**config.mk**
```make
export PLATFORM = sky130hd
export DESIGN_NAME = decode_issue_ctrl
export DESIGN_NICKNAME = d
export VERILOG_FILES = /design/src/rtl/decode_issue_ctrl.sv
export SDC_FILE = /design/constraint.sdc
export NUM_CORES = 1
export LEC_CHECK = 0
export CORE_ASPECT_RATIO = 1.5
export CORE_UTILIZATION = 49
export CTS_CLUSTER_SIZE = 24
export DETAILED_ROUTE_END_ITERATION = 6
export HOLD_SLACK_MARGIN = 0.02
export PLACE_DENSITY = 0.79
export SETUP_SLACK_MARGIN = 0.5
export SLEW_MARGIN = 20
export SYNTH_ARGS = -nofsm -noshare
export SYNTH_HDL_FRONTEND = slang
export SYNTH_SLANG_ARGS = --single-unit
```
**constraint.sdc**
```tcl
create_clock -name clk -period 3 [get_ports clk]
set_input_delay 0.75 -clock clk [delete_from_list [all_inputs] [get_ports clk]]
set_output_delay 0.75 -clock clk [all_outputs]
set_load 0.01 [all_outputs]
```
**src/rtl/decode_issue_ctrl.sv**
```systemverilog
// Fetch-to-decode handoff for flintRV: output register plus one skid entry,
// ImmGen on the loading instruction, flush handling and a stall-cycle counter.
`timescale 1ns/1ps

module decode_issue_ctrl #(
  parameter int XLEN  = 32,
  parameter int CNT_W = 16
) (
  input  logic             clk,
  input  logic             rst,
  input  logic             flush,
  input  logic             f_valid,
  output logic             f_ready,
  input  logic [31:0]      f_instr,
  input  logic [XLEN-1:0]  f_pc,
  output logic             d_valid,
  input  logic             d_ready,
  output logic [31:0]      d_instr,
  output logic [XLEN-1:0]  d_pc,
  output logic [31:0]      d_imm,
  output logic [CNT_W-1:0] stall_cnt
);

  typedef enum logic [6:0] {
    OP_IMM    = 7'b0010011,
    OP_LOAD   = 7'b0000011,
    OP_JALR   = 7'b1100111,
    OP_STORE  = 7'b0100011,
    OP_BRANCH = 7'b1100011,
    OP_LUI    = 7'b0110111,
    OP_AUIPC  = 7'b0010111,
    OP_JAL    = 7'b1101111
  } opcode_e;

  logic            skid_valid;
  logic [31:0]     skid_instr;
  logic [XLEN-1:0] skid_pc;

  logic        in_xfer;
  logic        load_en;
  logic        stalled;
  logic [31:0] imm_src;
  logic [31:0] imm_val;

  // f_ready depends only on the skid register and rst, never on d_ready.
  assign f_ready = !rst && !skid_valid;
  assign in_xfer = f_valid && f_ready;
  assign load_en = !d_valid || d_ready;
  assign stalled = d_valid && !d_ready;

  // The skid entry is always older than f_instr, so it wins the ImmGen mux.
  assign imm_src = skid_valid ? skid_instr : f_instr;

  // NOTE: every always_comb output gets a default first so no latch is inferred.
  always_comb begin
    imm_val = '0;
    case (imm_src[6:0])
      OP_IMM, OP_LOAD, OP_JALR:
        imm_val = {{20{imm_src[31]}}, imm_src[31:20]};
      OP_STORE:
        imm_val = {{20{imm_src[31]}}, imm_src[31:25], imm_src[11:7]};
      OP_BRANCH:
        imm_val = {{19{imm_src[31]}}, imm_src[31], imm_src[7],
                   imm_src[30:25], imm_src[11:8], 1'b0};
      OP_LUI, OP_AUIPC:
        imm_val = {imm_src[31:12], 12'b0};
      OP_JAL:
        imm_val = {{11{imm_src[31]}}, imm_src[31], imm_src[19:12],
                   imm_src[20], imm_src[30:21], 1'b0};
      default:
        imm_val = '0;
    endcase
  end

  // NOTE: sequential state uses non-blocking assignments only, so every
  // register samples the pre-edge values of its peers.
  always_ff @(posedge clk) begin
    if (rst) begin
      // NOTE: payload registers are reset too because their reset value is
      // architecturally visible on d_instr/d_pc/d_imm.
      d_valid    <= 1'b0;
      d_instr    <= '0;
      d_pc       <= '0;
      d_imm      <= '0;
      skid_valid <= 1'b0;
      skid_instr <= '0;
      skid_pc    <= '0;
    end else if (flush) begin
      d_valid    <= 1'b0;
      skid_valid <= 1'b0;
    end else if (load_en) begin
      if (skid_valid) begin
        d_valid    <= 1'b1;
        d_instr    <= skid_instr;
        d_pc       <= skid_pc;
        d_imm      <= imm_val;
        skid_valid <= in_xfer;
        if (in_xfer) begin
          skid_instr <= f_instr;
          skid_pc    <= f_pc;
        end
      end else if (in_xfer) begin
        d_valid <= 1'b1;
        d_instr <= f_instr;
        d_pc    <= f_pc;
        d_imm   <= imm_val;
      end else begin
        d_valid <= 1'b0;
      end
    end else if (in_xfer) begin
      skid_valid <= 1'b1;
      skid_instr <= f_instr;
      skid_pc    <= f_pc;
    end
  end

  // Counter ignores flush; only rst clears it.
  always_ff @(posedge clk) begin
    if (rst) begin
      stall_cnt <= '0;
    end else if (stalled && (stall_cnt != {CNT_W{1'b1}})) begin
      stall_cnt <= stall_cnt + 1'b1;
    end
  end

endmodule

```
==> After elaboration in Yosys (flattened, before gate mapping) <==
Index checks and enable logic that the tools add are counted.
{ "op_classes": {"muxes": 19, "bitwise_logic": 1, "n_shift": 0, "reduce_logical": 16, "n_mul": 0, "magnitude_cmp": 0, "add_sub_neg": 1, "div_mod_pow": 0, "n_eq_ne": 10} }
{ "op_table": {"columns": ["op", "n"], "rows": [
  ["$mux W32", 13],
  ["$pmux W32 S5", 1],
  ["$eq A7 B7 Y1 const B", 3],
  ["$add A16 B1 Y16 const B", 1],
  ["$ne A16 B16 Y1 const B", 1],
  ["$eq A7 B5 Y1 const B", 2],
  ["$eq A7 B6 Y1 const B", 2],
  ["$eq A7 B2 Y1 const B", 1],
  ["$mux W1", 5],
  ["$logic_and A1 B1 Y1", 4],
  ["$logic_not A1 Y1", 4],
  ["$reduce_bool A2 Y1", 2],
  ["$reduce_or A2 Y1", 2],
  ["$reduce_and A3 Y1", 1],
  ["$reduce_or A3 Y1", 1],
  ["$ne A2 B2 Y1 const B", 1],
  ["$reduce_and A2 Y1", 1],
  ["$logic_or A1 B1 Y1", 1],
  ["$not A1 Y1", 1]
]} }
{ "word_totals": {"mem_count": 0, "input_bits": 69, "latch_bits": 0, "elab_cells": 55, "register_bits": 178, "ramBits": 0, "output_inout_bits": 114, "mem_bits_ro": 0} }

==> Longest topological paths before layout <==
Gate-level depths: netlist of the first run.
{ "depth": {"ltp_word": 6, "mapped_depth": 9} }

==> Worst setup path before layout of the first run <==
Ideal clock, no wire load.
{ "synth_timing": {"path_type": "input to output", "from": "in rst", "to": "out f_ready", "t_required_ps": 2250, "path_slack_ps": 579, "path_buffers": 3, "t_arrival_ps": 1671, "stages": 4, "cell_sequence": "clkbuf_1 > clkbuf_1 > clkbuf_1 > nor2_1"} }
{ "synth_via": {"elab_chain_cells": 2} }
{ "synth_rtl": {"columns": ["item", "line_no", "rtl"], "rows": [
  ["start, declared", "10", "input logic rst,"],
  ["$logic_not A1 Y1", "46", "assign f_ready = !rst && !skid_valid;"],
  ["$logic_and A1 B1 Y1", "46", null],
  ["end, declared", "13", "output logic f_ready,"]
]} }
Every way passes these cells.

==> Worst setup path in the final report of the first run <==
{ "layout_timing": {"from": "in f_instr[1]", "to": "reg d_imm[20]"} }
{ "layout_via": {"elab_chain_cells": 6, "word_cells_on_any_way": 14} }
{ "layout_rtl": {"columns": ["item", "line_no", "rtl"], "rows": [
  ["start, declared", "14", "input logic [31:0] f_instr,"],
  ["$mux W32 (*)", "52", "assign imm_src = skid_valid ? skid_instr : f_instr;"],
  ["$eq A7 B5 Y1, or another cell as far along", "57", "case (imm_src[6:0])"],
  ["$reduce_or A3 Y1 or $reduce_or A2 Y1 (tied branches)", "57", null],
  ["$pmux W32 S5 (*)", "57", null],
  ["$mux W32", "102", "end else if (in_xfer) begin"],
  ["$mux W32 (*)", "92", "if (skid_valid) begin"],
  ["end signal, assigned", "96", "d_imm <= imm_val;"],
  ["end signal, assigned", "106", "d_imm <= imm_val;"],
  ["end, declared", "20", "output logic [31:0] d_imm,"]
]} }
Mark *: on every way between the ends. The rest lies on a longest branch, timed or not. The select of a mux whose other input is x is not followed.
A chain may end at the register's enable or synchronous reset.

==> impl_summary.md, run 1 <==
Route
After detailed routing, the average wire length per cell comes to 16.2 um. In the routed design, unresolved DRC markers number 0. The routed layout has 6786 vias. The detailed router finished its first iteration with 234 violations. The residual antenna-violating net count after detailed routing is 0.

Before antenna repair, the detailed router went through 5 iterations. After detailed routing, the total wire length is 20200 um. In the routed layout, each cell is associated on average with a via count of 5.44.

Timing
The sum of negative setup slack is 0 ns. The part of the cycle the worst path needs is 80.3%. Headroom to the max-slew limit came out at 45.4%. Setup violations remaining at the end of the flow were counted as 0. Setup repair after global routing left no endpoint under its margin. For the pin with the worst max-slew slack, the measured transition is 0.819 ns. After layout, the worst setup slack is 0.592 ns.

After layout, the minimum clock period comes to 2.41 ns. For the final database, setup skew stands at 0.0113 ns. The final hold violation count was 0. The final count of pins violating max slew is 0.

The timing-limited maximum frequency is 415 MHz.

Worst setup path
The slowest stage of the critical path belongs to the cell clkdlybuf4s50_1. The worst endpoint data arrival time is 2.76 ns. The critical path goes through clkdlybuf4s50_1 -> nand3b_1 -> o22a_2 -> or3_4 -> a211o_1 -> buf_8 -> o21ai_0. STA classifies the critical path endpoint as a register. The class of the most critical setup path is in2reg. The sort of element at the start of the critical path is a primary input. The worst-path maximum fanout is 17. The worst path required time is 3.35 ns. For this run, the slowest stage of the critical path takes 0.51 ns.

Synth
The register bit count reported by yosys is 178. The number of library cell types mapped by synthesis is 49. Yosys printed 0 warnings. Yosys mapped a number of flops with a built-in enable equal to 0. The number of cells produced by synthesis is 872. The share of the Yosys chip area taken by registers is 47.9%. The commonest cells after synthesis are dfxtp_1 (178), nand2_1 (166), nor2_1 (104). By area the synthesized netlist is led by dfxtp_1 (48%), nand2_1 (8.4%), mux2i_1 (7.8%), a21oi_1 (6.3%), a211oi_1 (5.6%). After synthesis, the mean cell area works out to 8.53 um^2. The summed instance area of the synthesized netlist is 7440 um^2. The leading area contributor after synthesis is dfxtp_1. The area share of the largest cell type after synthesis is 47.9%. The number of nets in the synthesized netlist is 942. The library cell with the highest instance count after synthesis is dfxtp_1. The most used flip-flop cell after synthesis is dfxtp_1. After synthesis, the share of flip-flops with an asynchronous set or reset is 0%.

Clock tree
The TritonCTS sink count is 178. The count of hold buffers inserted by post-cts repair is 0. TritonCTS built the clock tree. The insertion delay to the later sink of the worst-skew pair is 0.43 ns.

The H-tree was split into 4 levels. The root buffer cell is clkbuf_16. The worst-case clock buffer depth is 2.

Clock tree synthesis inserted a total of 17 buffers. After clock tree synthesis, the clock-pin slew on the worst setup and hold paths is 0.07 ns.

Power and ir drop
Power spread over the standard cell area amounts to 518 nW/um^2. VDD sags by at most 388 uV. Net switching is 23.8% of the power. The leakage power of the design is 3.34 nW.

Combinational cells account for 8.9% of the total power. The part of the power in the clock network is 44.9%. Of the total power, registers draw 46.2%. In this run the power spent charging and discharging nets is 0.00126 W. The completed layout was analyzed and its total power is 0.00527 W. The internal power contribution is 0.00402 W.

Layout
In the final design database the tool counted 1107 nets. The fraction of layout instances using a drive strength above 1 is 8.95%. From synthesis to final layout, the design area changed by 36.9%.

Floorplan
The die is 153 um tall. The initial standard-cell utilization of the core is 50.8%. The die outline width is 103 um. The number of placement rows is 54. The core region is 14700 um^2.

The top-level port count is 183. The floorplan die area is 15700 um^2.

Global route
The wire length of the first global-routing pass is 32500 um. The overflow left after global routing is 0. The maximum number of pins on one net before global-route repair is 81. The number of global-route vias before repair is 6641. The number of antenna violations at the first check in global routing is 1. Global routing consumed, over all layers together, 26.6% of the routing resources.

Min path
The type of the most critical hold path is reg2reg.

Placed design
The placer congestion estimate is 0.906. The estimated wirelength of the detail-placed design is 14100 um. The worst slack at placement is -0.0932 ns. The number of buffers inserted by port buffering is 182.

Status
The flow ran to the end, and the final reports show no timing, DRC or antenna violations.

Run
The count of maximum capacitance violations is 0.
## placed cells by master, fill, tap and decap left out, types with 10 or more instances in the layout
cell type	Yosys	routed
a21oi_1	93	93
buf_4	0	27
clkdlybuf4s50_1	0	179
nand2_1	166	166
inv_1	10	10
o21ai_0	21	16
clkbuf_16	0	17
a211oi_1	56	56
dfxtp_1	178	177
xnor2_1	11	11
nor2_1	104	104
o21ai_2	10	10
mux2i_1	58	58
a22oi_1	12	12
## worst max-delay path: cells and delay by family
family	cells	cell delay (ns)
buf+inv	2	0.68
simple gates	2	0.53
compound gates	3	0.79
## power by group through the flow
stage | Combinational [W] | Sequential (W) | Clock [W]
3_3_place_gp | 0.000458 | 0.00249 | 0
3_5_place_dp | 0.000462 | 0.00249 | 0
5_1_grt | 0.000511 | 0.00244 | 0.00250
2_1_floorplan | 0.000186 | 0.00251 | 0
6_report | 0.000471 | 0.00244 | 0.00237
4_1_cts | 0.000469 | 0.00244 | 0.00240
## stage by stage
step / cell area (um^2) / hold slack (ns) / std cells / utilization [%]
2_1_floorplan: 7440 / 0.433 / 872 / -
3_3_place_gp: 9480 / 0.435 / 1213 / 64.6
3_5_place_dp: 9480 / 0.442 / 1213 / 64.6
4_1_cts: 10200 / 0.456 / 1246 / 69.3
5_1_grt: 10200 / 0.477 / 1247 / 69.5
6_report: 10200 / 0.450 / 1247 / 69.5
## cells by family after synthesis
kind of cell	after synthesis	share of synthesized area [%]
AO/OA/AOI/OAI	216	18.7
XOR/XNOR	11	1.29
adder cells (fa/ha/maj)	1	0.168
buffers and inverters	76	4.39
flip-flops	178	47.9
multiplexers	66	9.06
AND/OR/NAND/NOR	324	18.5
## registers in the layout, summed over array words and instances (netlist names)
signal	flops
d_pc	32
stall_cnt	16
d_instr	32
skid_instr	32
d_valid	1
d_imm	32
skid_valid	1
skid_pc	32
## per-layer routing
layer	routed length, um	track usage, %	part of all wire (%)
met4	903	15.1	4.5
met5	0	0	0
met1	7480	27.4	37
met2	10500	47.5	52
met3	1300	6.72	6.4
## final timing paths
path,from,end,slack (ns),depth (start not counted)
worst max register to register,skid_valid$_SDFFE_PP0P_,d_instr[24]$_SDFFE_PP0P_,0.79,5
worst max-delay path,f_instr[1],d_imm[20]$_SDFFE_PP0P_,0.59,7
worst min-delay path,d_imm[2]$_SDFFE_PP0P_,d_imm[2]$_SDFFE_PP0P_,0.45,2
worst min register to register,d_imm[2]$_SDFFE_PP0P_,d_imm[2]$_SDFFE_PP0P_,0.45,2
## repair_timing
item	in CTS	in global routing
gates resized for setup	5	12
setup endpoints to repair	24	26
buffers inserted	1	0
pin swaps	0	2
## final cells by class
cell class,count,area [um^2]
clock inverter,13,184
tap,196,245
multi-input combinational,618,3610
timing repair buffer,212,2100
inverter,10,37.5
clock buffer,19,443
antenna,1,2.50
sequential,178,3570
fill,1224,4470
No activity file was read; power rests on OpenSTA's default activity.
==> run 2, diff against run 1 <==
- clock period: 3 -> 2.4 ns (I/O delays scaled with it)
==> impl_summary.md, run 2 (synthesis results as in run 1) <==
Floorplan
The floorplan step defined a core boundary enclosing 14700 um^2. Measured along the y axis, the die boundary spans 153 um. The die covers 15700 um^2. The initial utilization of the core area, before any placement, comes to 50.8%.

The floorplan has 54 rows. The die outline width is 103 um. 183 I/O pins were placed.

Worst setup path
For the worst setup path, the data required time is 2.76 ns. The worst-path maximum fanout is 7. The endpoint kind of the worst setup timing path is a register. For the worst setup path, the data arrival time is 2.45 ns. The sort of element at the start of the critical path is a register. The class of the most critical setup path is reg2reg.

Clock tree
After clock tree synthesis, the clock-pin slew on the worst setup and hold paths is 0.07 ns. Clock tree synthesis selected as its root buffer the cell clkbuf_16. The insertion delay to the later sink of the worst-skew pair is 0.43 ns. The H-tree was split into 4 levels. Counting along the longest clock path gives a buffer depth of 2. Clock tree synthesis found a total of 178 sinks. TritonCTS built the clock tree. TritonCTS created 17 clock buffers. Hold repair after CTS inserted 0 buffers.

Global route
The number of antenna violations at the first check in global routing is 2. Global routing consumed, over all layers together, 28.0% of the routing resources. The overflow left after global routing is 0. Entering global routing, the biggest net connects 83 pins. The number of global-route vias before repair is 6749.

The wire length of the first global-routing pass is 34100 um.

Layout
The final-stage net count is 1146. The growth of design area from synthesis to finish is 43.7%. In the final layout, the share of cells above drive strength 1 is 15.3%. Leaving out fill and tap cells, the most frequent cells in the layout are nand2_1 (166), dfxtp_1 (166), dlygate4sd2_1 (114), nor2_1 (101), a21oi_1 (92). The final non-filler cell area is 10700 um^2.

The filler cell count in the final layout is 1147.

Power and ir drop
The leakage power of the design is 4.23 nW. The share of total power dissipated in the clock network is 42.2%. The proportion of total power due to net switching is 26.0%.

Across the VDD grid, the largest voltage drop is 497 uV. The proportion of power drawn by flip-flops and latches is 47.9%. Summed over all nets, the switching power comes to 0.00165 W. The part of the power in combinational logic is 9.9%. The power density of the placed cells is 594 nW/um^2. The internal power of the cells totals 0.00470 W.

Placed design
The placement-stage cell area is 9640 um^2. The placer congestion estimate is 0.857. Port buffering added 182 buffers.

Timing analysis after detailed placement gives a worst setup slack of -0.588 ns. The estimated wirelength of the detail-placed design is 14500 um.

Min path
The type of the most critical hold path is reg2reg.

Route
The wire length reported by the detailed router is 22400 um. The via-per-instance ratio is 5.51. The number of vias after detailed routing is 7093. The first TritonRoute pass finished after 4 iterations. The remaining design rule violation count is 0. Dividing the detail-routed wire length by the instance count gives 17.4 um. The residual antenna-violating net count after detailed routing is 0. After the first detailed-routing iteration, the DRC count stood at 237.

Run
The count of maximum capacitance violations is 0.

Timing
The final hold violation count came to 0. The final critical-path setup slack is 0.308 ns. Setup repair after global routing could not meet its margin everywhere. At the pin with the least slew margin, the transition time is 0.879 ns. The final count of pins violating max slew was 0. The final count of negative-setup-slack endpoints is 0. The part of the cycle the worst path needs is 87.2%.

Measured against its own limit, the worst slew margin works out to 41.4%. The final clock skew is 0.0100 ns. Derived from the worst setup path, the maximum achievable clock frequency is 478 MHz.

The worst path needs 2.09 ns of the cycle, external delays included.

Status
The flow ran to the end, and the final reports show no timing, DRC or antenna violations.
==> run 2: worst max-delay path, stage by stage, from the launching register on <==
cell and delay [ns]:
dfxtp_4 0.37, buf_12 0.12, nand3b_1 0.18, o22a_2 0.27
or3_4 0.41, a211o_4 0.41, buf_12 0.16, o21ai_2 0.10
==> run 2: layout make-up <==
class	instances	area [um^2]	area share, %
inverters	10	37.5	0.351
repair buffers	251	2510	23.5
clock inverters	15	146	1.37
well taps	196	245	2.29
diodes	2	5.00	0.0468
clock buffers	17	425	3.98
multi-input cells	618	3740	35.0
flip-flops and latches	178	3580	33.5
==> run 2: routing by layer <==
metal  vias to the layer above  global-route usage, %  part of all wire [%]
met3                        59                   6.45                   5.6
met2                       229                   49.1                    52
met1                      3349                   30.4                    38
li1                       3456                      -                     -
met4                         0                   14.6                   4.3
met5                         -                      0                     0
==> run 2: power groups by stage <==
stage               Combinational [W]  Sequential (W)  Clock (W)
detailed placement           0.000594         0.00311          0
CTS                          0.000587         0.00304    0.00272
global placement             0.000590         0.00311          0
floorplan                    0.000238         0.00314          0
global route                 0.000678         0.00305    0.00283
finish                       0.000630         0.00304    0.00268
==> run 2: timing repair <==
action	4_1_cts	5_1_grt
cloned	4	4
buffers inserted	12	5
pin swaps	14	8
endpoints found under the setup margin	257	97
resized for setup	169	34
==> run 2: through the flow <==
step	total power [W]	TNS, ns	std cells	hold WS (ns)	util (%)
after floorplan	0.00337	0	872	0.433	-
after global placement	0.00370	-15.06	1228	0.438	65.8
after detailed placement	0.00371	-19.69	1228	0.438	65.8
after CTS	0.00635	0	1276	0.445	70.9
after global routing	0.00656	0	1287	0.473	72.9
final	0.00635	0	1287	0.444	72.9
==> run 2: final timing paths <==
| path | startpoint | to | slack [ns] | cells after the start |
|---|---|---|---|---|
| setup / recovery | skid_valid$_SDFFE_PP0P_ | d_imm[3]$_SDFFE_PP0P_ | 0.31 | 7 |
| hold / removal | d_imm[1]$_SDFFE_PP0P_ | d_imm[1]$_SDFFE_PP0P_ | 0.44 | 2 |
| setup reg to reg | skid_valid$_SDFFE_PP0P_ | d_imm[3]$_SDFFE_PP0P_ | 0.31 | 7 |
| hold reg to reg | d_imm[1]$_SDFFE_PP0P_ | d_imm[1]$_SDFFE_PP0P_ | 0.44 | 2 |
